**src/rtl/msk_and_seq.sv**
```systemverilog
// Sequencer around a masked AND gadget: skews a by one enabled cycle behind b/rnd, 2-cycle accept-to-result latency.
// A stalled result (out_valid & !out_ready) freezes the gadget and all state; nothing is accepted until it drains.
module msk_and_seq #(
  parameter int d = 2,
  localparam int N_RND = d * (d - 1) / 2
) (
  input  logic             clk,
  input  logic             rst,
  input  logic             in_valid,
  output logic             in_ready,
  input  logic [d-1:0]     in_a,
  input  logic [d-1:0]     in_b,
  input  logic [N_RND-1:0] rnd_in,
  input  logic             rnd_valid,
  output logic             rnd_ready,
  output logic [d-1:0]     g_ina,
  output logic [d-1:0]     g_inb,
  output logic [N_RND-1:0] g_rnd,
  output logic             g_en,
  input  logic [d-1:0]     g_out,
  output logic             out_valid,
  input  logic             out_ready,
  output logic [d-1:0]     out_data,
  output logic             idle
);

  logic         s1_valid;
  logic         s2_valid;
  logic [d-1:0] a_skew;
  logic         out_ok;
  logic         take;

  // Randomness and operands are taken together so one rnd word maps to exactly one op.
  assign out_ok    = !s2_valid | out_ready;
  assign take      = !rst & in_valid & rnd_valid & out_ok;
  assign in_ready  = !rst & rnd_valid & out_ok;
  assign rnd_ready = take;
  assign g_en      = !rst & out_ok & (take | s1_valid | s2_valid);

  // Bubbles feed zero b shares so no stale operand shares reach the gadget.
  assign g_inb     = take ? in_b : '0;
  assign g_rnd     = rnd_in;
  assign g_ina     = a_skew;

  assign out_valid = s2_valid;
  assign out_data  = g_out;
  assign idle      = !s1_valid & !s2_valid;

  always_ff @(posedge clk) begin
    if (rst) begin
      s1_valid <= 1'b0;
      s2_valid <= 1'b0;
      a_skew   <= '0;
    end else if (g_en) begin
      s1_valid <= take;
      s2_valid <= s1_valid;
      a_skew   <= take ? in_a : '0;
    end
  end

endmodule

```
**config.mk**
```make
export PLATFORM = sky130hd
export DESIGN_NAME = msk_and_seq
export DESIGN_NICKNAME = d
export VERILOG_FILES = /design/src/rtl/msk_and_seq.sv
export SDC_FILE = /design/constraint.sdc
export NUM_CORES = 1
export LEC_CHECK = 0
export BUFFER_PORTS_ARGS = -buffer_cell sky130_fd_sc_hd__buf_2
export CAP_MARGIN = 20
export CORE_AREA = 2 2 39 41
export DETAILED_ROUTE_END_ITERATION = 6
export DIE_AREA = 0 0 41 43
export HOLD_SLACK_MARGIN = 0.03
export PLACE_DENSITY_LB_ADDON = 0.05
export RECOVER_POWER = 25
export SETUP_SLACK_MARGIN = 0.1
export SYNTH_ARGS = -nofsm -noshare
export SYNTH_HDL_FRONTEND = slang
export SYNTH_SLANG_ARGS = --single-unit
export TNS_END_PERCENT = 100
```
**constraint.sdc**
```tcl
create_clock -name clk -period 1.05 [get_ports clk]
set_input_delay 0.21 -clock clk [delete_from_list [all_inputs] [get_ports clk]]
set_output_delay 0.21 -clock clk [all_outputs]
set_load 0.05 [all_outputs]
```
==> flow_metrics.env, run 1 <==
export IMPL_report_final_setup_viol=10
export IMPL_holdPathEnd="g_ina[0]"
export IMPL_antenna_violations_before_repair=0
export IMPL_num_rows=14
export IMPL_power_density_mw_per_mm2=916
export IMPL_timing_critical_path_to_type="primary output"
export IMPL_numClockSinks=4
export IMPL_layout_commonest_cell="sky130_fd_sc_hd__buf_4"
export IMPL_area_growth_pct=158
export IMPL_gate_count_post_synth=28
export IMPL_hold_viol_final=0
export IMPL_final_period_utilization_pct=130
export IMPL_dieArea_mm2=0.00176
export IMPL_net_count_synth=40
export IMPL_timing_rr_start="out_valid"
export IMPL_wire_per_inst_um=10.5
export IMPL_dr_first_iter_drc_count=5
export IMPL_ff2ff_setup_slack_ns=-0.10
export IMPL_fin_crit_ns=1.36
export IMPL_insertion_delay_ns=0.23
export IMPL_cts_inserted_buffers=3
export IMPL_chipWidth_um=41
export IMPL_detailed_place_hpwl_um=603
export IMPL_drt_pre_antenna_iters=4
export IMPL_cts_root_to_sink_buffers=2
export IMPL_worst_clock_skew_ns=0.00635
export IMPL_grt_start_max_net_pins=6
export IMPL_data_required_critical_path_ns=0.84
export IMPL_drt_wl_total_um=785
export IMPL_mostFrequentLayoutCells="sky130_fd_sc_hd__buf_4, sky130_fd_sc_hd__buf_2, sky130_fd_sc_hd__buf_6"
export IMPL_core_area_mm2=0.00138
export IMPL_hold_class="primary input to register"
export IMPL_min_path_cells=3
export IMPL_r2r_end="g_ina[1]"
export IMPL_cp_arrival_ns=1.15
export IMPL_numPortBuffers=17
export IMPL_number_of_pins_with_negative_max_slew_slack_in_the_final_report=0
export IMPL_detail_route_antenna_nets=0
export IMPL_pwr_share_comb_pct=32.6
export IMPL_insertedDiodeCount=0
export IMPL_first_global_vias=272
export IMPL_cts_tree="yes"
export IMPL_timing_reg2reg_worst_path_depth=5
export IMPL_avgViaCountPerCell=4.17
export IMPL_final_setup_worst_slack_ns=-0.312
export IMPL_height_of_the_die_um=43
export IMPL_peakVddDrop_v=0.000481
export IMPL_gp_congestion=0.667
export IMPL_nets=72
export IMPL_outcome="finished, violations left"
export IMPL_worst_path_max_fanout=4
export IMPL_slew_headroom_pct=80.0
export IMPL_h_tree_depth=1
export IMPL_grt_first_pass_wirelength_um=1030
export IMPL_power_frac_clock_pct=38.0
export IMPL_startpoint_type="register"
export IMPL_violations="setup timing"
export IMPL_timing_hold_worst_start="in_a[0]"
export IMPL_power_internal_uw=383
export IMPL_rsz0062_at_grt="true"
export IMPL_cts_clk_slew_worst_paths_ns=0.04
export IMPL_synth_warnings=0
export IMPL_critPathKind="register to primary output"
export IMPL_dr_total_vias=313
export IMPL_ys_seq_area_share_pct=35.0
export IMPL_cts_root_buf="sky130_fd_sc_hd__clkbuf_4"
export IMPL_route_detailed_drc=0
export IMPL_drive_gt1_share_pct=86.4
export IMPL_cts_hold_buffers=0
export IMPL_syn_cell_area_um2=229
export IMPL_post_synth_cell_area_avg_um2=8.18
export IMPL_power_leakage_uw=0.000270
export IMPL_final_non_filler_cells=75
export IMPL_overflow=0
export IMPL_global_route_usage_total_pct=9.36
export IMPL_switchingPower_uw=159
export IMPL_netlist_cell_type_count=16
export IMPL_placed_cells_incl_taps=68
export IMPL_tightest_slew_ns=0.299
export IMPL_final_sum_of_negative_setup_slack_ns=-1.65
export IMPL_max_cap_viol_count=0
export IMPL_max_clk_rate_mhz=734
export IMPL_sw_frac_of_total_pct=29.4
export IMPL_p_seq_share_pct=29.5
export IMPL_floorplan_initialDensity_pct=16.5
export IMPL_io_pins=24
export IMPL_postSynthRegisterBits=4
==> layer usage <==
layer / track usage, % / wire length (um)
met1: 8.41 / 262
met2: 14.4 / 442
met3: 3.14 / 80
met4: 10.0 / 0
met5: 0 / 0
==> area by class of cell <==
| cell class | instances | area (um2) |
|---|---|---|
| fill | 152 | 792 |
| timing repair buffer | 30 | 269 |
| inverter | 1 | 8.76 |
| multi-input combinational | 20 | 181 |
| clock buffer | 4 | 26.3 |
| sequential | 4 | 86.3 |
| tap | 16 | 20.0 |
==> worst max-delay path by stage <==
stage                    end      start  slack (ns)  cells past startpoint
floorplan               g_en  out_valid       -0.29                      2
global placement    g_inb[0]        rst       -0.19                      6
detailed placement  g_inb[1]  rnd_valid       -0.19                      6
CTS                 g_inb[1]  out_valid       -0.32                      5
global route            g_en  out_valid       -0.36                      3
finish                  g_en  out_valid       -0.31                      3
==> critical path: stages (launching register included) <==
cell,delay (ns)
sky130_fd_sc_hd__dfxtp_4,0.35
sky130_fd_sc_hd__and2b_2,0.22
sky130_fd_sc_hd__nor3_4,0.17
sky130_fd_sc_hd__buf_6,0.18
==> timing repair <==
item	4_1_cts	5_1_grt
endpoints found under the hold margin	0	0
pin swaps	5	0
setup endpoints to repair	11	13
gates resized for setup	23	16
buffers inserted	2	2
==> power by group through the flow <==
stage                     Clock [uW]  Combinational, uW  Sequential (uW)
after floorplan                    0               97.6              172
after global placement             0                136              160
after detailed placement           0                137              160
after CTS                        219                161              159
after global routing             238                186              160
final                            206                177              160
==> cells in the mapped netlist <==
| cell type | n | share of area [%] |
|---|---|---|
| sky130_fd_sc_hd__dfxtp_1 | 4 | 35 |
| sky130_fd_sc_hd__a21oi_1 | 3 | 6.6 |
| sky130_fd_sc_hd__buf_4 | 3 | 9.8 |
| sky130_fd_sc_hd__nor2_1 | 3 | 4.9 |
| sky130_fd_sc_hd__and2_1 | 2 | 5.5 |
| sky130_fd_sc_hd__nand4_1 | 2 | 5.5 |
| sky130_fd_sc_hd__o21ai_1 | 2 | 4.4 |
| sky130_fd_sc_hd__a211oi_2 | 1 | 5.5 |
| sky130_fd_sc_hd__and2_2 | 1 | 3.3 |
| sky130_fd_sc_hd__and2b_1 | 1 | 3.3 |
| sky130_fd_sc_hd__inv_2 | 1 | 1.6 |
| sky130_fd_sc_hd__nand2_1 | 1 | 1.6 |
| sky130_fd_sc_hd__nand2b_1 | 1 | 2.7 |
| sky130_fd_sc_hd__nand3_2 | 1 | 4.4 |
| sky130_fd_sc_hd__nor2b_2 | 1 | 3.8 |
| sky130_fd_sc_hd__nor3_1 | 1 | 2.2 |
==> per-stage QoR <==
step	instance area [um2]	utilization (%)	setup WS (ns)	total power [uW]	hold slack (ns)
after CTS	522	37.7	-0.323	538	0.268
after global routing	592	42.8	-0.357	584	0.266
after detailed placement	414	29.9	-0.194	297	0.420
after global placement	414	29.9	-0.186	296	0.420
after floorplan	256	-	-0.285	269	0.273
final	592	42.8	-0.312	542	0.270
==> cell families after synthesis <==
family          after synthesis  synth area share (%)
compound gates                6                  16.4
simple gates                 14                  37.2
flops                         4                  35.0
buf+inv                       4                  11.5
==> state kept, by name, summed over array words and instances (netlist names) <==
name / cells
s1_valid: 1
g_ina: 2
out_valid: 1
No activity file was read; power rests on OpenSTA's default activity.
==> inputs of run 2 (changes only) <==
--- a/config.mk
+++ b/config.mk
@@ -11,7 +11,7 @@
 export DETAILED_ROUTE_END_ITERATION = 6
 export DIE_AREA = 0 0 41 43
 export HOLD_SLACK_MARGIN = 0.03
-export PLACE_DENSITY_LB_ADDON = 0.05
+export PLACE_DENSITY = 0.53
 export RECOVER_POWER = 25
 export SETUP_SLACK_MARGIN = 0.1
 export SYNTH_ARGS = -nofsm -noshare
==> run 2 against run 1 <==
Net effect: the flow still finishes with violations (setup timing); cell area shrank 2.5%; cell count decreased by 2.7%; critical path depth stayed put; sequential power hardly changed; die area stayed put; clock skew is essentially flat; highest routed layer is now met4; first-iteration DRC count down 100%; sequential cell count is the same; sequential share of layout area up 0.38 points; clock-buffer cell count unchanged.
==> flow_metrics.env, run 2 (synthesis results as in run 1) <==
export IMPL_dieArea_mm2=0.00176
export IMPL_placement_setup_worst_slack_ns=-0.199
export IMPL_dr_total_vias=293
export IMPL_max_clk_rate_mhz=734
export IMPL_nets=70
export IMPL_timing_hold_worst_start="in_a[1]"
export IMPL_drt_wl_total_um=707
export IMPL_critPathKind="register to primary output"
export IMPL_core_area_mm2=0.00138
export IMPL_cp_arrival_ns=1.15
export IMPL_number_of_pins_with_negative_max_slew_slack_in_the_final_report=0
export IMPL_outcome="finished, violations left"
export IMPL_report_final_setup_viol=10
export IMPL_cts_clk_slew_worst_paths_ns=0.04
export IMPL_numClockSinks=4
export IMPL_final_period_utilization_pct=130
export IMPL_slew_headroom_pct=79.3
export IMPL_data_required_critical_path_ns=0.84
export IMPL_drive_gt1_share_pct=87.7
export IMPL_holdPathEnd="g_ina[1]"
export IMPL_final_non_filler_cells=73
export IMPL_startpoint_type="register"
export IMPL_first_global_vias=291
export IMPL_worst_path_max_fanout=4
export IMPL_wire_per_inst_um=9.68
export IMPL_ff2ff_setup_slack_ns=-0.09
export IMPL_insertedDiodeCount=0
export IMPL_avgViaCountPerCell=4.01
export IMPL_hold_class="primary input to register"
export IMPL_min_path_cells=3
export IMPL_max_cap_viol_count=0
export IMPL_area_growth_pct=152
export IMPL_largest_register_ffs=2
export IMPL_io_pins=24
export IMPL_detailed_place_hpwl_um=523
export IMPL_numPortBuffers=17
export IMPL_grt_first_pass_wirelength_um=993
export IMPL_placed_cells_incl_taps=67
export IMPL_global_route_usage_total_pct=8.74
export IMPL_post_dp_cell_area_um2=407
export IMPL_insertion_delay_ns=0.24
export IMPL_cts_root_buf="sky130_fd_sc_hd__clkbuf_4"
export IMPL_timing_critical_path_to_type="primary output"
export IMPL_final_setup_worst_slack_ns=-0.312
export IMPL_violations="setup timing"
export IMPL_height_of_the_die_um=43
export IMPL_h_tree_depth=1
export IMPL_gp_congestion=0.594
export IMPL_mostFrequentLayoutCells="sky130_fd_sc_hd__buf_2, sky130_fd_sc_hd__buf_6, sky130_fd_sc_hd__buf_4"
export IMPL_dr_first_iter_drc_count=0
export IMPL_overflow=0
export IMPL_chipWidth_um=41
export IMPL_hold_viol_final=0
export IMPL_detail_route_antenna_nets=0
export IMPL_cts_inserted_buffers=3
export IMPL_timing_rr_start="out_valid"
export IMPL_antenna_violations_before_repair=0
export IMPL_peakVddDrop_v=0.000422
export IMPL_num_rows=14
export IMPL_route_detailed_drc=0
export IMPL_fin_crit_ns=1.36
export IMPL_power_density_mw_per_mm2=930
export IMPL_timing_reg2reg_worst_path_depth=5
export IMPL_r2r_end="g_ina[0]"
export IMPL_worst_clock_skew_ns=0.00587
export IMPL_grt_start_max_net_pins=6
export IMPL_tightest_slew_ns=0.310
export IMPL_cts_tree="yes"
export IMPL_drt_pre_antenna_iters=1
export IMPL_rsz0062_at_grt="true"
export IMPL_power_leakage_uw=0.000258
export IMPL_floorplan_initialDensity_pct=16.5
export IMPL_final_design_area_no_fill_um2=577
export IMPL_cts_hold_buffers=0
export IMPL_cts_root_to_sink_buffers=2
export IMPL_timing_hold_ws_ns=0.256
[run 2: repair_timing]
action,4_1_cts,5_1_grt
resized for setup,22,17
pin swaps,3,1
buffers inserted,1,1
setup endpoints to repair,11,12
[run 2: layout make-up]
class	count	area (um2)
Inverter	1	8.76
Multi-Input combinational cell	20	185
Timing Repair Buffer	28	250
Fill cell	147	807
Clock buffer	4	26.3
Tap cell	16	20.0
Sequential cell	4	86.3
[run 2: stage by stage]
step	TNS [ns]	power (uW)	util, %
2_1_floorplan	-0.955	269	-
3_3_place_gp	-0.779	293	29.4
3_5_place_dp	-0.853	294	29.4
4_1_cts	-1.98	532	36.9
5_1_grt	-2.24	578	41.7
6_report	-1.74	537	41.7
[run 2: metal layers]
| metal | GRT usage, % | wire, um | up-vias |
|---|---|---|---|
| li1 | - | - | 152 |
| met1 | 8.06 | 237 | 126 |
| met2 | 13.8 | 395 | 13 |
| met3 | 3.14 | 62 | 2 |
| met4 | 8.00 | 11 | 0 |
| met5 | 0 | 0 | - |
[run 2: worst max-delay path by stage]
stage	startpoint	end	slack [ns]	cells past startpoint
6_report	out_valid	g_en	-0.31	3
2_1_floorplan	out_valid	g_en	-0.29	2
4_1_cts	out_valid	g_inb[0]	-0.32	5
3_3_place_gp	rst	g_inb[0]	-0.18	6
5_1_grt	out_valid	g_en	-0.35	3
3_5_place_dp	rnd_valid	g_inb[0]	-0.20	6
[run 2: report_power, final]
| group | leakage [uW] | internal [uW] | switching, uW |
|---|---|---|---|
| Combinational | 0.000209 | 80.1 | 90.6 |
| Clock | 0.0000150 | 143 | 63.6 |
| Sequential | 0.0000342 | 156 | 4.07 |
[run 2: critical path: stages (launching register included)]
cell and delay (ns):
sky130_fd_sc_hd__dfxtp_4 0.35, sky130_fd_sc_hd__and2b_2 0.22, sky130_fd_sc_hd__nor3_4 0.16, sky130_fd_sc_hd__buf_6 0.17
==> inputs of run 3 (changes only) <==
--- a/config.mk
+++ b/config.mk
@@ -5,13 +5,14 @@
 export SDC_FILE = /design/constraint.sdc
 export NUM_CORES = 1
 export LEC_CHECK = 0
+export ABC_AREA = 1
 export BUFFER_PORTS_ARGS = -buffer_cell sky130_fd_sc_hd__buf_2
 export CAP_MARGIN = 20
 export CORE_AREA = 2 2 39 41
 export DETAILED_ROUTE_END_ITERATION = 6
 export DIE_AREA = 0 0 41 43
 export HOLD_SLACK_MARGIN = 0.03
-export PLACE_DENSITY = 0.53
+export PLACE_DENSITY = 0.54
 export RECOVER_POWER = 25
 export SETUP_SLACK_MARGIN = 0.1
 export SYNTH_ARGS = -nofsm -noshare
==> constraint.sdc (replaced) <==
create_clock -name clk -period 1.45 [get_ports clk]
set_input_delay 0.29 -clock clk [delete_from_list [all_inputs] [get_ports clk]]
set_output_delay 0.29 -clock clk [all_outputs]
set_load 0.05 [all_outputs]
==> run 3 against run 2 <==
Net effect: register-to-register slack improved by 0.38 ns; critical path type unchanged; critical endpoint unchanged; utilization fell by 8.0 points; synthesized cell count rose by 21%; largest power group unchanged; area after synthesis rose by 1.6%; wire length fell by 19%; the run now ends clean; highest routed layer is now met3; hold slack improved by 0.061 ns.
==> flow_metrics.env, run 3 <==
export IMPL_outcome="finished, final reports clean"
export IMPL_report_final_setup_viol=0
export IMPL_number_of_pins_with_negative_max_slew_slack_in_the_final_report=0
export IMPL_slew_headroom_pct=83.3
export IMPL_avgViaCountPerCell=3.67
export IMPL_layout_commonest_cell="sky130_fd_sc_hd__buf_2"
export IMPL_power_density_mw_per_mm2=797
export IMPL_dr_total_vias=264
export IMPL_cp_arrival_ns=1.15
export IMPL_peakVddDrop_v=0.000253
export IMPL_placement_setup_worst_slack_ns=0.00932
export IMPL_synth_adder_area_share_pct=0
export IMPL_chipWidth_um=41
export IMPL_drt_pre_antenna_iters=2
export IMPL_yosys_top_cells_area="sky130_fd_sc_hd__dfxtp_1, sky130_fd_sc_hd__buf_4, sky130_fd_sc_hd__inv_1"
export IMPL_fin_crit_ns=1.44
export IMPL_synth_simple_gate_area_share_pct=37.6
export IMPL_combinational_family_with_the_most_area_after_synthesis="simple AND/OR/NAND/NOR gates"
export IMPL_critPathKind="register to primary output"
export IMPL_post_dp_cell_area_um2=357
export IMPL_final_fill_count=153
export IMPL_startpoint_type="register"
export IMPL_wire_per_inst_um=7.93
export IMPL_cp_most_frequent_cell="sky130_fd_sc_hd__nand2_4"
export IMPL_net_count_synth=46
export IMPL_gate_count_post_synth=34
export IMPL_timing_hold_ws_ns=0.316
export IMPL_cts_hold_buffers=0
export IMPL_seq_area_um2=83.8
export IMPL_antenna_violations_before_repair=0
export IMPL_top_ff_cell_synth="sky130_fd_sc_hd__dfxtp_1"
export IMPL_global_route_usage_total_pct=8.43
export IMPL_syn_cell_area_um2=233
export IMPL_max_cap_viol_count=0
export IMPL_asyncSetResetFlopFracSynth_pct=0
export IMPL_final_design_area_no_fill_um2=465
export IMPL_critical_path_top_delay_family="flip-flops"
export IMPL_h_tree_depth=1
export IMPL_hold_class="primary input to register"
export IMPL_route_detailed_drc=0
export IMPL_cts_root_to_sink_buffers=2
export IMPL_grt_start_max_net_pins=6
export IMPL_overflow=0
export IMPL_num_rows=14
export IMPL_yosys_area_top_type="sky130_fd_sc_hd__dfxtp_1"
export IMPL_cts_tree="yes"
export IMPL_data_required_critical_path_ns=1.16
export IMPL_rsz0062_at_grt="true"
export IMPL_max_clk_rate_mhz=694
export IMPL_ff2ff_setup_slack_ns=0.29
export IMPL_drt_wl_total_um=571
export IMPL_detailed_place_hpwl_um=455
export IMPL_final_sum_of_negative_setup_slack_ns=0
export IMPL_nets=69
export IMPL_timing_critical_path_to_type="primary output"
export IMPL_synth_xor_area_share_pct=0
export IMPL_mostFrequentLayoutCells="sky130_fd_sc_hd__buf_2, sky130_fd_sc_hd__nand2_1, sky130_fd_sc_hd__inv_1, sky130_fd_sc_hd__buf_8, sky130_fd_sc_hd__buf_4"
export IMPL_first_global_vias=253
export IMPL_netlist_top_cells_count="sky130_fd_sc_hd__inv_1, sky130_fd_sc_hd__nand2_1, sky130_fd_sc_hd__nor2_1, sky130_fd_sc_hd__dfxtp_1"
export IMPL_synthesized_area_fraction_occupied_by_ao_oa_aoi_and_oai_cells_pct=6.45
export IMPL_final_setup_worst_slack_ns=0.00931
export IMPL_area_growth_pct=100
export IMPL_floorplan_initialDensity_pct=16.8
export IMPL_numClockSinks=4
export IMPL_cpPeakStageDelay_ns=0.37
export IMPL_dieArea_mm2=0.00176
export IMPL_hold_viol_final=0
export IMPL_height_of_the_die_um=43
export IMPL_worst_path_max_fanout=4
export IMPL_netlist_cell_type_count=11
export IMPL_worst_clock_skew_ns=0.00843
export IMPL_insertedDiodeCount=0
export IMPL_synth_edf_count=0
export IMPL_cts_root_buf="sky130_fd_sc_hd__clkbuf_4"
export IMPL_cts_clk_slew_worst_paths_ns=0.04
export IMPL_io_pins=24
export IMPL_dr_first_iter_drc_count=1
export IMPL_final_non_filler_cells=72
export IMPL_drive_gt1_share_pct=67.9
export IMPL_synth_warnings=0
export IMPL_path_cells="nand2_4 -> nand3_4 -> nand2_2 -> nand2_4 -> clkinvlp_4 -> buf_8"
export IMPL_multi_input_comb_area_um2=143
export IMPL_core_area_mm2=0.00138
export IMPL_final_period_utilization_pct=99.4
export IMPL_post_synth_cell_area_avg_um2=6.84
export IMPL_power_leakage_uw=0.000241
export IMPL_numPortBuffers=17
export IMPL_post_synth_mux_area_share_pct=0
export IMPL_ys_seq_area_share_pct=34.4
export IMPL_cts_inserted_buffers=3
export IMPL_cpMaxStageDelayCell="sky130_fd_sc_hd__dfxtp_4"
export IMPL_insertion_delay_ns=0.24
export IMPL_detail_route_antenna_nets=0
export IMPL_tightest_slew_ns=0.252
export IMPL_proportion_of_netlist_area_held_by_the_largest_area_contributor_pct=34.4
export IMPL_gp_congestion=0.554
export IMPL_grt_first_pass_wirelength_um=938
export IMPL_largest_register_ffs=2
export IMPL_worstPathBufferInverterCount=2
export IMPL_placed_cells_incl_taps=66
export IMPL_postSynthRegisterBits=4
-- run 3: cell types whose count changed after synthesis, sizes merged --
cell | before | now
a211oi | 1 | 0
and2 | 3 | 1
and2b | 1 | 0
clkinv | 0 | 1
inv | 1 | 6
nand2 | 1 | 8
nand2b | 1 | 0
nand4 | 2 | 0
nor2 | 3 | 7
nor2b | 1 | 0
nor3 | 1 | 0
o21ai | 2 | 0
-- run 3: final timing paths --
path	start	to	cells past startpoint
worst min-delay path	in_a[0]	g_ina[0]	3
worst max-delay path	out_valid	g_en	6
worst max register to register	out_valid	g_ina[1]	8
worst min register to register	g_ina[0]	g_ina[0]	2
-- run 3: layer usage --
layer,GRT usage (%),vias up,share of wire (%)
li1,-,141,-
met1,6.75,114,32
met2,12.8,9,59
met3,5.24,0,8.4
met4,8.00,0,0
met5,0,-,0
-- run 3: area by class of cell --
class                      count  area share [%]
timing repair buffer          21            34.7
multi-input combinational     20            30.6
sequential                     4            18.0
inverter                       7            6.72
clock buffer                   4            5.65
tap                           16            4.30
-- run 3: through the flow --
stage | total power, uW | util, %
6_report | 371 | 33.6
5_1_grt | 394 | 33.6
4_1_cts | 378 | 32.8
3_5_place_dp | 201 | 25.8
3_3_place_gp | 201 | 25.8
2_1_floorplan | 196 | -
-- run 3: repair_timing --
| action | 4_1_cts | 5_1_grt |
|---|---|---|
| pin swaps | 4 | 4 |
| buffers inserted | 1 | 1 |
| setup endpoints to repair | 5 | 5 |
| hold endpoints to repair | 0 | 0 |
| gates resized for setup | 20 | 1 |
-- run 3: kinds of logic (layout without fill, tap and decap cells) --
kind of cell,Yosys count,count (layout)
flip-flops,4,4
AO/OA/AOI/OAI,3,3
AND/OR/NAND/NOR,17,17
buffers and inverters,10,32
-- run 3: power by group --
part	switching (uW)	internal, uW	total (uW)
combinational	63.7	43.1	107
clock	45.3	103	149
sequential	2.77	113	115
total	112	259	371
-- run 3: tightest hold or removal path, delay by kind of cell --
| family | cells | cell delay [ns] |
|---|---|---|
| compound gates | 1 | 0.05 |
| buf+inv | 1 | 0.10 |
| simple gates | 1 | 0.05 |
